$ cat config.mk
export PLATFORM = sky130hd
export DESIGN_NAME = agc
export DESIGN_NICKNAME = d
export VERILOG_FILES = /design/src/rtl/agc.sv
export SDC_FILE = /design/constraint.sdc
export NUM_CORES = 2
export LEC_CHECK = 0
export CAP_MARGIN = 20
export CORE_MARGIN = 1.5
export CORE_UTILIZATION = 55
export CTS_CLUSTER_SIZE = 25
export DETAILED_ROUTE_END_ITERATION = 10
export HOLD_SLACK_MARGIN = 0.02
export MAX_ROUTING_LAYER = met4
export PLACE_DENSITY = 0.69
export SYNTH_ARGS = -nofsm -noshare
export SYNTH_HDL_FRONTEND = slang
export SYNTH_SLANG_ARGS = --single-unit
$ cat constraint.sdc
create_clock -name Clk_CI -period 16.17 [get_ports Clk_CI]
set_clock_uncertainty 0.2 [all_clocks]
set_input_delay 4.851 -clock Clk_CI [delete_from_list [all_inputs] [get_ports Clk_CI]]
set_output_delay 4.851 -clock Clk_CI [all_outputs]
set_load 0.02 [all_outputs]
$ cat src/rtl/agc.sv
`default_nettype none
// ============================================================================
// Module   : agc
// Brief    : Automatic gain control. Scales each decimated sample by a
//            programmable gain. Averages output magnitude over a 2^k window
//            and steps the gain toward a target magnitude.
// Revision : 1.0 - initial release
// ============================================================================
module agc #(
    parameter int ADDR_WIDTH = 5,
    parameter int MEM_WIDTH  = 24,
    parameter int IN_WIDTH   = 24,
    parameter int OUT_WIDTH  = 24,
    parameter int GAIN_WIDTH = 16,
    parameter int GAIN_FRAC  = 12
) (
    input  logic                         Clk_CI,
    input  logic                         Rst_RBI,
    input  logic                         WrEn_SI,
    input  logic [ADDR_WIDTH-1:0]        Addr_DI,
    input  logic [MEM_WIDTH-1:0]         PAR_In_DI,
    input  logic signed [IN_WIDTH-1:0]   AGC_In_DI,
    input  logic                         AGC_Valid_DI,
    output logic signed [OUT_WIDTH-1:0]  AGC_Out_DO,
    output logic                         AGC_Valid_DO,
    output logic [GAIN_WIDTH-1:0]        AGC_Gain_DO,
    output logic                         AGC_Lock_DO
);

    localparam int c_NUM_ENTRIES = 2 ** ADDR_WIDTH;
    localparam int c_PROD_W      = IN_WIDTH + GAIN_WIDTH + 1;
    localparam int c_MAG_W       = OUT_WIDTH - 1;
    localparam int c_ACC_W       = 34;
    localparam int c_CNT_W       = 11;
    localparam logic [3:0] c_K_MAX = 4'd10;
    localparam logic [GAIN_WIDTH-1:0] c_UNITY = GAIN_WIDTH'(1) << GAIN_FRAC;
    localparam logic signed [c_PROD_W-1:0] c_SAT_HI =
        {{(c_PROD_W-OUT_WIDTH+1){1'b0}}, {(OUT_WIDTH-1){1'b1}}};
    localparam logic signed [c_PROD_W-1:0] c_SAT_LO =
        {{(c_PROD_W-OUT_WIDTH+1){1'b1}}, {(OUT_WIDTH-1){1'b0}}};

    typedef enum logic [1:0] {
        ST_DISABLED = 2'd0,
        ST_ACCUM    = 2'd1,
        ST_UPDATE   = 2'd2
    } state_t;

    logic [MEM_WIDTH-1:0]  r_mem [c_NUM_ENTRIES];
    state_t                r_state, w_state_nxt;
    logic signed [OUT_WIDTH-1:0] r_out;
    logic                  r_valid;
    logic [GAIN_WIDTH-1:0] r_gain, w_gain_nxt;
    logic                  r_lock, w_lock_nxt;
    logic [c_ACC_W-1:0]    r_acc, w_acc_nxt;
    logic [c_CNT_W-1:0]    r_cnt, w_cnt_nxt;

    // Decoded parameter fields
    logic                  w_enable, w_freeze;
    logic [c_MAG_W-1:0]    w_target, w_hyst;
    logic [GAIN_WIDTH-1:0] w_step, w_gmin, w_gmax, w_init;
    logic [3:0]            w_k;

    assign w_enable = r_mem[0][0];
    assign w_freeze = r_mem[0][1];
    assign w_target = r_mem[1][c_MAG_W-1:0];
    assign w_hyst   = r_mem[2][c_MAG_W-1:0];
    assign w_step   = r_mem[3][GAIN_WIDTH-1:0];
    assign w_gmin   = r_mem[4][GAIN_WIDTH-1:0];
    assign w_gmax   = (r_mem[5][GAIN_WIDTH-1:0] == '0) ? {GAIN_WIDTH{1'b1}}
                                                        : r_mem[5][GAIN_WIDTH-1:0];
    assign w_init   = (r_mem[6][GAIN_WIDTH-1:0] == '0) ? c_UNITY
                                                        : r_mem[6][GAIN_WIDTH-1:0];
    assign w_k      = (r_mem[7][3:0] > c_K_MAX) ? c_K_MAX : r_mem[7][3:0];

    // Parameter memory: cleared on reset, written word-wise
    always_ff @(posedge Clk_CI) begin
        if (!Rst_RBI) begin
            for (int i = 0; i < c_NUM_ENTRIES; i++) r_mem[i] <= '0;
        end else if (WrEn_SI) begin
            r_mem[Addr_DI] <= PAR_In_DI;
        end
    end

    // Gain multiply, floor shift and saturation
    logic signed [c_PROD_W-1:0] w_in_ext, w_gain_ext, w_prod, w_shift;
    logic signed [OUT_WIDTH-1:0] w_sat;

    assign w_in_ext   = {{(c_PROD_W-IN_WIDTH){AGC_In_DI[IN_WIDTH-1]}}, AGC_In_DI};
    assign w_gain_ext = {{(c_PROD_W-GAIN_WIDTH){1'b0}}, r_gain};
    assign w_prod     = w_in_ext * w_gain_ext;
    assign w_shift    = w_prod >>> GAIN_FRAC;

    // Clip the shifted product into the output range
    always_comb begin
        if (w_shift > c_SAT_HI)      w_sat = {1'b0, {(OUT_WIDTH-1){1'b1}}};
        else if (w_shift < c_SAT_LO) w_sat = {1'b1, {(OUT_WIDTH-1){1'b0}}};
        else                         w_sat = w_shift[OUT_WIDTH-1:0];
    end

    // Output sample register; holds between strobes
    always_ff @(posedge Clk_CI) begin
        if (!Rst_RBI) begin
            r_out   <= '0;
            r_valid <= 1'b0;
        end else begin
            r_valid <= AGC_Valid_DI;
            if (AGC_Valid_DI) r_out <= w_sat;
        end
    end

    // Magnitude of the presented output; the most negative code folds to max
    logic [OUT_WIDTH-1:0] w_neg;
    logic [c_MAG_W-1:0]   w_mag;

    assign w_neg = -r_out;
    assign w_mag = !r_out[OUT_WIDTH-1]            ? r_out[c_MAG_W-1:0] :
                   (r_out[c_MAG_W-1:0] == '0)     ? {c_MAG_W{1'b1}}    :
                                                    w_neg[c_MAG_W-1:0];

    // Window bookkeeping and the gain decision for the update cycle
    logic [c_CNT_W-1:0]  w_cnt_inc, w_win;
    logic                w_win_done;
    logic [c_ACC_W-1:0]  w_avg;
    logic [c_MAG_W:0]    w_hi;
    logic signed [c_MAG_W+1:0] w_lo;
    logic                w_above, w_below;
    logic [GAIN_WIDTH:0] w_g, w_g_lo;
    logic [GAIN_WIDTH-1:0] w_g_clamp;

    assign w_cnt_inc  = r_cnt + 1'b1;
    assign w_win      = {{(c_CNT_W-1){1'b0}}, 1'b1} << w_k;
    assign w_win_done = (w_cnt_inc >= w_win);
    assign w_avg      = r_acc >> w_k;
    assign w_hi       = {1'b0, w_target} + {1'b0, w_hyst};
    assign w_lo       = $signed({2'b00, w_target}) - $signed({2'b00, w_hyst});
    assign w_above    = w_avg > {{(c_ACC_W-c_MAG_W-1){1'b0}}, w_hi};
    assign w_below    = !w_lo[c_MAG_W+1] &&
                        (w_avg < {{(c_ACC_W-c_MAG_W-2){1'b0}}, w_lo});
    assign w_g        = w_above ? ((r_gain > w_step) ? {1'b0, r_gain - w_step} : '0) :
                        w_below ? ({1'b0, r_gain} + {1'b0, w_step}) :
                                  {1'b0, r_gain};
    assign w_g_lo     = (w_g < {1'b0, w_gmin}) ? {1'b0, w_gmin} : w_g;
    assign w_g_clamp  = (w_g_lo > {1'b0, w_gmax}) ? w_gmax : w_g_lo[GAIN_WIDTH-1:0];

    // State register and AGC loop registers
    always_ff @(posedge Clk_CI) begin
        if (!Rst_RBI) begin
            r_state <= ST_DISABLED;
            r_gain  <= c_UNITY;
            r_lock  <= 1'b0;
            r_acc   <= '0;
            r_cnt   <= '0;
        end else begin
            r_state <= w_state_nxt;
            r_gain  <= w_gain_nxt;
            r_lock  <= w_lock_nxt;
            r_acc   <= w_acc_nxt;
            r_cnt   <= w_cnt_nxt;
        end
    end

    // Next-state and loop-register update; a cleared enable overrides all
    always_comb begin
        w_state_nxt = r_state;
        w_gain_nxt  = r_gain;
        w_lock_nxt  = r_lock;
        w_acc_nxt   = r_acc;
        w_cnt_nxt   = r_cnt;
        case (r_state)
            ST_DISABLED: begin
                w_state_nxt = ST_ACCUM;
            end
            ST_ACCUM: begin
                if (r_valid) begin
                    w_acc_nxt = r_acc + {{(c_ACC_W-c_MAG_W){1'b0}}, w_mag};
                    if (w_win_done) begin
                        w_cnt_nxt   = '0;
                        w_state_nxt = ST_UPDATE;
                    end else begin
                        w_cnt_nxt = w_cnt_inc;
                    end
                end
            end
            ST_UPDATE: begin
                if (!w_freeze) begin
                    w_gain_nxt = w_g_clamp;
                    w_lock_nxt = !w_above && !w_below;
                end
                // A sample presented during the update opens the next window
                if (r_valid) begin
                    w_acc_nxt = {{(c_ACC_W-c_MAG_W){1'b0}}, w_mag};
                    w_cnt_nxt = {{(c_CNT_W-1){1'b0}}, 1'b1};
                end else begin
                    w_acc_nxt = '0;
                    w_cnt_nxt = '0;
                end
                w_state_nxt = ST_ACCUM;
            end
            default: begin
                w_state_nxt = ST_DISABLED;
            end
        endcase
        if (!w_enable) begin
            w_state_nxt = ST_DISABLED;
            w_gain_nxt  = w_init;
            w_lock_nxt  = 1'b0;
            w_acc_nxt   = '0;
            w_cnt_nxt   = '0;
        end
    end

    // Fold bits that carry no meaning into one sink
    logic w_unused;
    always_comb begin
        w_unused = w_neg[OUT_WIDTH-1];
        for (int i = 0; i < c_NUM_ENTRIES; i++) w_unused = w_unused ^ (^r_mem[i]);
    end

    assign AGC_Out_DO   = r_out;
    assign AGC_Valid_DO = r_valid;
    assign AGC_Gain_DO  = r_gain;
    assign AGC_Lock_DO  = r_lock;

endmodule
`default_nettype wire

# Yosys cells after proc, flatten, opt, wreduce, memory -nomap -nowiden

Memory sizes are Yosys's and may differ from the RTL's.
Cells that the tools add are included.

Bits of input ports: 57
Flip-flop bits (word level): 89
Memories kept: 1
Bits in writable memories: 768

Memories:

| memory | words | width | read ports | clocked after Yosys merged registers in | wr ports | RTL line | RTL |
|---|---|---|---|---|---|---|---|
| r_mem  | 32    | 24    | 8          | 0                                       | 32       | 48       | `logic [MEM_WIDTH-1:0] r_mem [c_NUM_ENTRIES];` |

Equal/unequal tests: 6
$mul: 1
$lt $le $gt $ge: 9
Muxes and demuxes: 32
Add/sub/neg operators: 7
Bitwise gates (word level): 1
Shift-type cells: 2
Reduce and logical (&&, ||, !) cells: 17

Operator list:

| kind                                                             | count |
|---|---|
| two-way mux 16 bit                                               | 7 |
| two-way mux 24 bit                                               | 3 |
| two-way mux 23 bit                                               | 3 |
| case mux 34 bit (2 select lines)                                 | 1 |
| two-way mux 17 bit                                               | 3 |
| multiplier 24 x 17 -> 41 bit                                     | 1 |
| adder 34 x 23 -> 34 bit                                          | 1 |
| greater-than comparator 34 x 24 -> 1 bit                         | 1 |
| < comparator 34 x 25 -> 1 bit                                    | 1 |
| two-way mux 34 bit                                               | 1 |
| >> shifter 34 x 4 -> 34 bit                                      | 1 |
| logical NOT 16 bit                                               | 2 |
| greater-than comparator 29 x 24 -> 1 bit (second input constant) | 1 |
| < comparator 29 x 24 -> 1 bit (second input constant)            | 1 |
| adder 23 x 23 -> 24 bit                                          | 1 |
| OR reduction 24 bit                                              | 1 |
| subtractor 23 x 23 -> 24 bit                                     | 1 |
| logical NOT 23 bit                                               | 1 |
| negator 23 bit                                                   | 1 |
| two-way mux 11 bit                                               | 2 |
| case mux 11 bit (2 select lines)                                 | 1 |
| adder 16 x 16 -> 17 bit                                          | 1 |
| greater-than comparator 17 x 16 -> 1 bit                         | 1 |
| < comparator 17 x 16 -> 1 bit                                    | 1 |
| other kinds (22)                                                 | 37 |

# Logic depth before layout (Yosys ltp)

An unclocked memory read counts as a cell.

Depth after elaboration: 15
Mapped depth: 56

# Worst setup path after synthesis

No wires, ideal clock.

Kind: input port to flip-flop
Start: in AGC_In_DI[23]
End: reg r_out[12] (netlist: AGC_Out_DO[12])
Data required time: 15850 ps
Stages: 24
Path buffers: 2
Arrival time: 11470 ps
Library setup time: 120 ps
Setup slack: 4380 ps
Cell sequence: clkbuf_1 -> nand2_1 -> inv_1 -> fa_1 -> fa_1 -> inv_1 -> fa_1 -> fa_1 -> fa_1 -> inv_1 -> fa_1 -> ha_1 -> a21oi_1 -> o211ai_1 -> a41o_1 -> a31o_2 -> o41ai_1 -> o31ai_2 -> a41oi_2 -> xnor2_1 -> or4_4 -> a21boi_4 -> buf_6 -> a21oi_1

Cells in the longest elaborated chain, start to end: 4

RTL lines:

| element                          | RTL line | RTL |
|---|---|---|
| start: declaration               | 22       | `input logic signed [IN_WIDTH-1:0] AGC_In_DI,` |
| multiplier 24 x 17 -> 41 bit (*) | 90       | `assign w_prod = w_in_ext * w_gain_ext;` |
| < comparator 29 x 24 -> 1 bit    | 96       | `else if (w_shift < c_SAT_LO) w_sat = {1'b1, {(OUT_WIDTH-1){1'b0}}};` |
| two-way mux 24 bit               | 96       |  |
| two-way mux 24 bit (*)           | 95       | `if (w_shift > c_SAT_HI) w_sat = {1'b0, {(OUT_WIDTH-1){1'b1}}};` |
| end signal: assignment           | 107      | `if (AGC_Valid_DI) r_out <= w_sat;` |
| end: declaration                 | 50       | `logic signed [OUT_WIDTH-1:0] r_out;` |

Mark *: on every way between the ends. The rest lies on a longest branch, timed or not.
A chain may end at the register's enable or synchronous reset.

# Worst setup path after layout

Start: in AGC_In_DI[23]
End: reg r_out[7] (netlist: AGC_Out_DO[7])

The elaborated chain is that of the path after synthesis.

==> impl_metrics.py <==
metrics = {
    "run_status": {
        "status": "finished clean",
    },
    "critical_path": {
        "critPathTopFamily": "adder cells",
        "crit_path_start_kind": "input pin",
        "crit_required_ns": 16.39,
        "worst_setup_path_end_kind": "flop",
        "crit_top_cell": "fa_1",
        "worst-path-buf-inv": 4,
        "cp.arrival_ns": 13.35,
        "crit_path_max_fanout": 23,
        "cp_slowest_stage_delay_ns": 0.92,
        "path_cells": "clkdlybuf4s50_1 > nand2_1 > inv_1 > fa_1 > fa_1 > inv_1 > fa_1 > fa_1 > fa_1 > inv_1 > fa_1 > ha_1 > a21oi_1 > o211ai_1 > a41o_1 > a31o_2 > o41ai_1 > o31ai_2 > and2_1 > a221oi_1 > or4_4 > a21boi_4 > a21oi_1",
        "crit_slowest_cell": "fa_1",
        "crit_type": "input pin to flop",
    },
    "clock_tree": {
        "cts-htree-levels": 1,
        "postCtsSetupBuffers": 0,
        "cts_buffer_depth": 3,
        "holdBufCountCts": 0,
        "cts.clk_slew.worst_paths_ns": 0.06,
        "ctsResizeCount": 0,
        "cts.sinks": 205,
        "numCtsBuffers": 26,
        "root_buffer": "clkbuf_16",
        "cts_tree": "done",
        "clk_latency_ns": 0.57,
    },
    "final_layout": {
        "final_nets": 4277,
        "synthToLayoutAreaGrowth_pct": 7.93,
        "final_cells": 4317,
        "final_area_sq_um": 33500,
        "final_cell_mix": "inv_1 (560), fa_1 (380), nand2_1 (364)",
        "final_common_cell": "inv_1",
        "drive_gt1_share_pct": 4.21,
    },
    "synth": {
        "avgSynthCellArea_sq_um": 8.73,
        "synthArstFlopShare_pct": 0,
        "synth.cell_area_sq_um": 31000,
        "synth_cells": 3556,
        "ys_seq_elements": 205,
        "syn_nets": 4286,
        "synth_top_flop_cell": "edfxtp_1",
        "yosysUniqueCellTypes": 92,
        "ys_seq_area_share_pct": 17.0,
        "yosys_warnings": 0,
        "synth-edff-count": 116,
    },
    "pwr": {
        "power.internal_uw": 2440,
        "power_uw": 4940,
        "switching_share_pct": 50.6,
        "p_comb_share_pct": 73.8,
        "powerDensity_nw_per_um2": 148,
        "power.static_leakage_uw": 0.0155,
        "power_frac_clock_pct": 12.6,
        "power_frac_seq_pct": 13.6,
        "ir_drop_v": 0.000372,
        "power.switching_uw": 2500,
    },
    "timing": {
        "finalSetupTns_ns": 0,
        "final_max_slew_viol_count": 0,
        "rsz0062_at_grt": "false",
        "setup-violations-final": 0,
        "period_minus_slack_ns": 13.13,
        "slew_headroom_pct": 24.6,
        "fin_crit_sh_pct": 81.2,
        "tightest_slew_ns": 1.13,
        "clock.fmax_ghz": 0.0762,
        "hold_violations": 0,
        "fin_hold_ws_ns": 0.284,
    },
    "global_routing": {
        "grt_max_degree": 64,
        "gr-total-overflow": 0,
        "grt_pass1_vias": 25961,
        "grtUsageTotal_pct": 31.5,
        "antenna_found_initial": 2,
        "grt_pass1_wl_microns": 138000,
    },
    "routing": {
        "vias": 25425,
        "routed_wl_microns": 86500,
        "drc": 0,
        "first_pass_iters": 6,
        "drt_iter0_drc": 1948,
        "routedWlPerCell_microns": 20.0,
        "drtAntennaViolNets": 0,
        "via_per_inst": 5.89,
    },
    "floorplanning": {
        "ioPinCount": 99,
        "fp.coreArea_sq_um": 55400,
        "die_h_microns": 241,
        "die_area_sq_um": 57900,
        "chipWidth_microns": 241,
        "initial_utilization_pct": 56.0,
        "rows": 86,
    },
    "placement": {
        "dp_hpwl_microns": 66000,
        "gp_congestion": 0.942,
        "placed_area_sq_um": 32600,
        "dp.cells": 4266,
        "place.port_buffers": 97,
    },
    "min_path": {
        "hp-class": "flop to flop",
    },
    "job": {
        "cap_violations": 0,
    },
}
metrics by stage:
| step | util [%] | setup WS (ns) |
|---|---|---|
| after global routing | 60.4 | 2.44 |
| after CTS | 60.4 | 3.13 |
| final | 60.4 | 3.04 |
| after global placement | 58.7 | 2.45 |
| after floorplan | - | 4.38 |
| after detailed placement | 58.8 | 2.54 |
power groups by stage:
stage / clock (uW) / combinational (uW) / sequential, uW
after floorplan: 0 / 2690 / 689
after global placement: 0 / 3440 / 680
after detailed placement: 0 / 3600 / 682
after CTS: 630 / 3630 / 671
after global routing: 651 / 4100 / 679
final: 620 / 3650 / 673
kinds of logic (layout without fill, tap and decap cells):
family,after synthesis,in the layout,share of synthesized area (%)
AOI/OAI and AO/OA,683,683,14.6
xor gates and xnor gates,123,123,3.50
adders and majority gates,673,673,36.3
buffers and inverters,733,744,8.98
DFF,205,205,17.0
muxes,84,84,2.79
other,0,2,0
and+or+nand+nor,1055,1055,16.8
worst min-delay path: cells and delay by family, from the launching register on:
family	cells	cell delay [ns]
DFF	1	0.32
and+or+nand+nor	1	0.05
AOI/OAI and AO/OA	1	0.06
metal layers:
layer	share of wire, %	track usage [%]	vias to the layer above
met3	8.3	6.13	175
met2	46	50.2	962
met1	42	40.9	12527
met4	3.0	8.82	0
li1	-	-	11761
met5	0	-	-
synth_stat cells (6+ instances only):
cell type    n  share of area [%]
o221ai_1    20               0.56
xnor2_1     88                2.5
mux2_2      10               0.36
a31o_2       8               0.23
a2111oi_0    9               0.25
nand2_1    364                4.4
a221oi_1    16               0.45
nor4_1      16               0.32
and2_1     276                5.6
a211o_1     15               0.42
a41o_1       6               0.19
o21a_1      25               0.60
or3_1       21               0.42
o221a_2      9               0.33
edfxtp_1   116                 11
o21ai_0    142                2.3
o21ai_1      6              0.097
a21o_1      56                1.4
a211oi_1    21               0.51
clkbuf_1   146                1.8
nand3_1     48               0.77
nand4_1     25               0.50
mux2i_1     73                2.4
or2_2       12               0.24
ha_1       293                 12
o21bai_1    20               0.48
xor2_1      34               0.96
and3_1      16               0.32
buf_2       11               0.18
o31ai_1     11               0.27
buf_1       10               0.12
a221o_1     10               0.32
a31oi_1     18               0.36
o22ai_1     12               0.24
nor2b_1     21               0.42
o211ai_1    14               0.34
nor2_1     153                1.9
a21oi_1    198                3.2
nand2b_1    26               0.52
dfxtp_1     89                5.7
fa_1       380                 25
inv_1      560                6.8
nor3_1      55               0.89
path summary, 6_finish.rpt:
kind                                   from                            to  slack (ns)  depth (start not counted)
hold reg to reg      r_cnt[10]$_SDFFE_PN0P_        r_cnt[10]$_SDFFE_PN0P_        0.28                          2
setup / recovery              AGC_In_DI[23]    AGC_Out_DO[7]$_SDFFE_PN0P_        3.04                         23
hold / removal       r_cnt[10]$_SDFFE_PN0P_        r_cnt[10]$_SDFFE_PN0P_        0.28                          2
setup reg to reg  r_mem[1][0]$_SDFFCE_PN0P_  AGC_Gain_DO[14]$_SDFFE_PN0P_        3.19                         52
sequential cells by signal, indices dropped and copies added, names as in the netlist:
register,count
r_mem,116
r_acc,34
AGC_Out_DO,24
AGC_Gain_DO,16
r_cnt,11
r_state,2
AGC_Lock_DO,1
AGC_Valid_DO,1
final cells by class:
class                   instances  area [sq um]
multi-input cells            2618         23000
fillers                      4906         21900
flip-flops and latches        205          5270
inverters                     562          2110
repair buffers                134          1270
well taps                     748           936
clock buffers                  31           753
clock inverters                17           165
diodes                          2          5.00
Note: power is estimated with default switching activity, not from simulation.
